**config.mk**
```make
export PLATFORM = sky130hd
export DESIGN_NAME = helios_result_collector
export DESIGN_NICKNAME = d
export VERILOG_FILES = /design/src/rtl/helios_result_collector.sv
export SDC_FILE = /design/constraint.sdc
export NUM_CORES = 1
export LEC_CHECK = 0
export ABC_AREA = 1
export BUFFER_PORTS_ARGS = -buffer_cell sky130_fd_sc_hd__buf_4
export CORE_MARGIN = 4
export CORE_UTILIZATION = 57
export DETAILED_ROUTE_END_ITERATION = 6
export HOLD_SLACK_MARGIN = 0.08
export PLACE_DENSITY = 0.89
export SYNTH_ARGS = -nofsm -noshare
export SYNTH_HDL_FRONTEND = slang
export SYNTH_SLANG_ARGS = --single-unit
```
**constraint.sdc**
```tcl
create_clock -name clk -period 3.8 [get_ports clk]
set_input_delay 0.76 -clock clk [delete_from_list [all_inputs] [get_ports clk]]
set_output_delay 0.76 -clock clk [all_outputs]
set_load 0.01 [all_outputs]
```
**src/rtl/helios_result_collector.sv**
```systemverilog
// helios_result_collector: splits Helios result frames into header, forwarded body/terminator and latency statistics.
// Optional HELIOS_RESULT_STATS_EN implements max_cycles/cycle_sum; otherwise both read 0.
module helios_result_collector #(
    parameter int MAX_WORDS_PER_TEST = 1024,
    parameter int TEST_COUNT_WIDTH   = 32,
    parameter int CYCLE_SUM_WIDTH    = 48,
    parameter int WC_WIDTH           = $clog2(MAX_WORDS_PER_TEST + 1)
) (
    input  logic                        clk,
    input  logic                        reset,
    input  logic [31:0]                 in_data,
    input  logic                        in_valid,
    output logic                        in_ready,
    output logic [31:0]                 out_data,
    output logic                        out_valid,
    input  logic                        out_ready,
    output logic                        out_last,
    input  logic                        clear_stats,
    output logic                        test_done,
    output logic [15:0]                 last_cycles,
    output logic [7:0]                  last_iterations,
    output logic [WC_WIDTH-1:0]         last_word_count,
    output logic [TEST_COUNT_WIDTH-1:0] test_count,
    output logic [15:0]                 max_cycles,
    output logic [CYCLE_SUM_WIDTH-1:0]  cycle_sum,
    output logic                        overflow_err,
    output logic                        protocol_err
);
    typedef enum logic {HEADER, BODY} state_t;

    localparam logic [31:0]         TERM   = 32'hffffffff;
    localparam logic [WC_WIDTH-1:0] WC_MAX = WC_WIDTH'(MAX_WORDS_PER_TEST);

    state_t              state, state_next;
    logic                accept, is_term, hdr_load, hdr_term, body_word, fwd_word, drop_word, commit;
    logic [15:0]         header_cycles;
    logic [7:0]          header_iters;
    logic [WC_WIDTH-1:0] word_count;

    always_comb begin
        in_ready   = (state == HEADER) ? 1'b1 : (!out_valid || out_ready);
        accept     = in_valid && in_ready;
        is_term    = in_data == TERM;
        hdr_load   = accept && state == HEADER && !is_term;
        hdr_term   = accept && state == HEADER && is_term;
        body_word  = accept && state == BODY && !is_term;
        fwd_word   = body_word && word_count < WC_MAX;
        drop_word  = body_word && !fwd_word;
        commit     = accept && state == BODY && is_term;
        state_next = hdr_load ? BODY : commit ? HEADER : state;
    end

    always_ff @(posedge clk or negedge reset) begin
        if (!reset) begin
            state           <= HEADER;
            out_data        <= '0;
            out_valid       <= 1'b0;
            out_last        <= 1'b0;
            header_cycles   <= '0;
            header_iters    <= '0;
            word_count      <= '0;
            test_done       <= 1'b0;
            last_cycles     <= '0;
            last_iterations <= '0;
            last_word_count <= '0;
            test_count      <= '0;
            overflow_err    <= 1'b0;
            protocol_err    <= 1'b0;
        end else begin
            state     <= state_next;
            test_done <= commit;
            if (fwd_word || commit) begin
                out_data  <= in_data;
                out_valid <= 1'b1;
                out_last  <= commit;
            end else if (out_ready) begin
                out_valid <= 1'b0;
                out_last  <= 1'b0;
            end
            if (hdr_load) begin
                header_cycles <= in_data[15:0];
                header_iters  <= in_data[23:16];
                word_count    <= '0;
            end else if (fwd_word) begin
                word_count <= word_count + WC_WIDTH'(1);
            end
            if (commit) begin
                last_cycles     <= header_cycles;
                last_iterations <= header_iters;
                last_word_count <= word_count;
            end
            // clear outranks a coincident commit or error for the aggregates
            if (clear_stats) begin
                test_count   <= '0;
                overflow_err <= 1'b0;
                protocol_err <= 1'b0;
            end else begin
                if (commit) test_count <= test_count + TEST_COUNT_WIDTH'(1);
                if (drop_word) overflow_err <= 1'b1;
                if (hdr_term) protocol_err <= 1'b1;
            end
        end
    end

`ifdef HELIOS_RESULT_STATS_EN
    always_ff @(posedge clk or negedge reset) begin
        if (!reset) begin
            max_cycles <= '0;
            cycle_sum  <= '0;
        end else if (clear_stats) begin
            max_cycles <= '0;
            cycle_sum  <= '0;
        end else if (commit) begin
            max_cycles <= (header_cycles > max_cycles) ? header_cycles : max_cycles;
            cycle_sum  <= cycle_sum + CYCLE_SUM_WIDTH'(header_cycles);
        end
    end
`else
    assign max_cycles = '0;
    assign cycle_sum  = '0;
`endif
endmodule

```
==> results.yml <==
sta:
  rsz0062_at_grt: "no"
  hold_viol: 0
  relSlewSlack: 0.441
  period_share: 0.635
  worst_hold_slack_ps: 408
  finClkSkew_ps: 7.16
  max_freq_mhz: 414
  fin_setup_tns_ps: 0
  tightest_slew_ps: 839
  fin_crit_ps: 2410
  final-max-slew-violation-count: 0
  final-setup-viol-count: 0
power_and_ir_drop:
  p_sw_frac: 0.278
  p_clk_frac: 0.401
  power_density_nw_per_um2: 460
  p_seq_frac: 0.451
  power.internal_mw: 2.91
  vdd_ir_drop_max_mv: 0.336
  power.share.combinational: 0.148
  leakagePower_nw: 4.77
  p_switching_mw: 1.12
grt:
  first_global_vias: 6290
  antenna_found_initial: 0
  grt_pass1_wl_um: 30500
  overflow: 0
  grt_max_degree: 93
  gr-usage-all-layers: 0.261
layout:
  syn2layout_area_growth_pct: 20.5
  drive_above_1_share: 0.178
  post-route-util: 0.714
  final_nets: 1134
  diodes: 0
  fill_cells: 989
routing:
  first_pass_iters: 5
  drc: 0
  drt_iter0_drc: 542
  routed_wl_um: 18800
  via_count: 6630
  ant_nets: 0
  vias_per_cell: 5.20
  wl_per_cell_um: 14.8
synth:
  synth_cell_types: 26
  synth_edf_count: 0
  synth_ff_type: "dfrtp_1"
  syn_avg_cell_area_um2: 7.54
  async_flop_share: 1.00
  synthCells: 964
  ys_top_cells_by_count: "428 x nand2_1, 140 x dfrtp_1, 100 x nand3_1"
  yosysSeqAreaShare: 0.482
  synth-seq-cells: 140
  synth.area.top_cells: "dfrtp_1 48%, nand2_1 22%, buf_4 7.5%"
  synth_area_leader_cell: "dfrtp_1"
  yosysTopAreaCellShare: 0.482
  synth_area_um2: 7260
  synth.most_common_cell: "nand2_1"
  synth_warnings: 0
worst_setup_path:
  crit_top_cell: "nand2_1"
  rrSetupSlack_ps: 1710
  cp_max_fo: 37
  end_kind: "flop"
  required_ps: 4160
  cp_slowest_stage_delay_ps: 580
  crit_family: "simple AND/OR/NAND/NOR gates"
  crit_chain: "buf_4 -> nand2_1 -> nor2_1 -> nand2_1 -> nor2_4 -> nand2_4 -> nor2_4 -> buf_4 -> nand2_1 -> nand2_1"
  path_buf_inv: 2
  slowest_stage: "nor2_4"
  critPathKind: "in -> reg"
  crit_arrival_ps: 2770
  start_kind: "input pin"
cts:
  cts.sink_count: 140
  tritoncts: "built"
  cts_made_buffers: 17
  holdBufCountCts: 0
  clock_latency_ps: 420
  cts_setup_buffers: 0
  cts_root_buf: "clkbuf_16"
  cts_buffer_depth: 2
  htreeDepth: 4
  clk_pin_slew_worst_paths_ps: 60
  cts_resized: 0
die:
  rows: 40
  ios: 206
  start_util: 0.592
  die_w_um: 121
  core_area_um2: 12300
  die_area_um2: 14600
  die_y_um: 121
run_status:
  outcome: "finished clean"
placement:
  dpl.hpwl_um: 13100
  portBuffers: 141
  place_congestion: 0.910
worst_hold_path:
  min_path_type: "in -> async"
job:
  max-cap-violations: 0
layout by cell type (no fill, tap or decap), types with 2 or more instances in the layout:
master	Yosys	layout
a21boi_0	2	2
a21oi_1	8	8
buf_4	73	148
bufinv_16	0	2
clkbuf_16	0	17
clkbuf_8	0	2
clkinv_2	0	4
clkinvlp_4	0	3
conb_1	1	64
dfrtp_1	140	140
ha_1	2	2
inv_1	46	46
inv_2	2	2
nand2_1	428	428
nand2_2	2	2
nand3_1	100	100
nand4_1	25	25
nor2_1	70	69
nor2_4	3	3
o21ai_0	11	11
or2_2	6	6
xor2_1	11	11
worst reg2reg max path: cells and delay by family, from the launching register on:
| kind | cells | cell delay, ps |
|---|---|---|
| AND/OR/NAND/NOR | 6 | 1150 |
| buffers and inverters | 2 | 470 |
| flip-flops | 1 | 370 |
registers in the layout, summed over array words and instances, names as in the netlist, 8 cells and up:
| name | cells |
|---|---|
| test_count | 32 |
| header_iters | 8 |
| out_data | 32 |
| header_cycles | 16 |
| last_word_count | 11 |
| last_cycles | 16 |
| word_count | 11 |
| last_iterations | 8 |
per-stage QoR:
stage / setup WS [ps] / area (µm²) / power [mW] / cells
6_report: 1390 / 8750 / 4.03 / 1274
5_1_grt: 1240 / 8750 / 4.22 / 1274
4_1_cts: 1380 / 8750 / 4.05 / 1274
3_5_place_dp: 980 / 8180 / 2.43 / 1244
3_3_place_gp: 1070 / 8180 / 2.41 / 1244
2_1_floorplan: 1950 / 7500 / 2.21 / 1027
cell families (layout without fill, tap and decap cells):
kind of cell / after synthesis / count (layout) / synth area share
xor+xnor: 12 / 12 / 0.0145
other cells: 1 / 64 / 0.000516
flops: 140 / 140 / 0.482
simple gates: 638 / 638 / 0.365
buf+inv: 149 / 228 / 0.118
fa+ha+maj: 2 / 2 / 0.00344
compound gates: 22 / 22 / 0.0162
routing by layer:
metal | track usage | share of wire | vias to the layer above
met2 | 0.425 | 0.49 | 289
met5 | 0 | 0 | -
li1 | - | - | 3159
met3 | 0.0606 | 0.072 | 34
met1 | 0.342 | 0.42 | 3148
met4 | 0.0942 | 0.019 | 0
power by group through the flow:
stage	Sequential (mW)	Clock, mW	Combinational [mW]
2_1_floorplan	1.84	0	0.368
3_3_place_gp	1.83	0	0.581
3_5_place_dp	1.83	0	0.600
4_1_cts	1.81	1.63	0.602
5_1_grt	1.84	1.71	0.675
6_report	1.82	1.62	0.598
final timing paths:
check | startpoint | end | depth (start not counted)
setup / recovery | in_data[5] | last_cycles[9]$_DFFE_PN0P_ | 10
hold / removal | reset | test_done$_DFF_PN0_ | 1
setup reg to reg | out_valid$_DFFE_PN0P_ | test_count[22]$_DFFE_PN0P_ | 8
hold reg to reg | header_iters[4]$_DFFE_PN0P_ | header_iters[4]$_DFFE_PN0P_ | 2
max in group asynchronous | reset | test_count[28]$_DFFE_PN0P_ | 2
min in group clk | header_iters[4]$_DFFE_PN0P_ | header_iters[4]$_DFFE_PN0P_ | 2
layout make-up:
type | instances | area (µm²) | share of cell area
multi-input combinational | 738 | 3140 | 0.359
clock buffer | 19 | 453 | 0.0517
timing repair buffer | 150 | 1140 | 0.131
tap | 168 | 210 | 0.0240
sequential | 140 | 3500 | 0.400
clock inverter | 11 | 120 | 0.0137
inverter | 48 | 180 | 0.0206
Note: power is estimated with default switching activity, not from simulation.
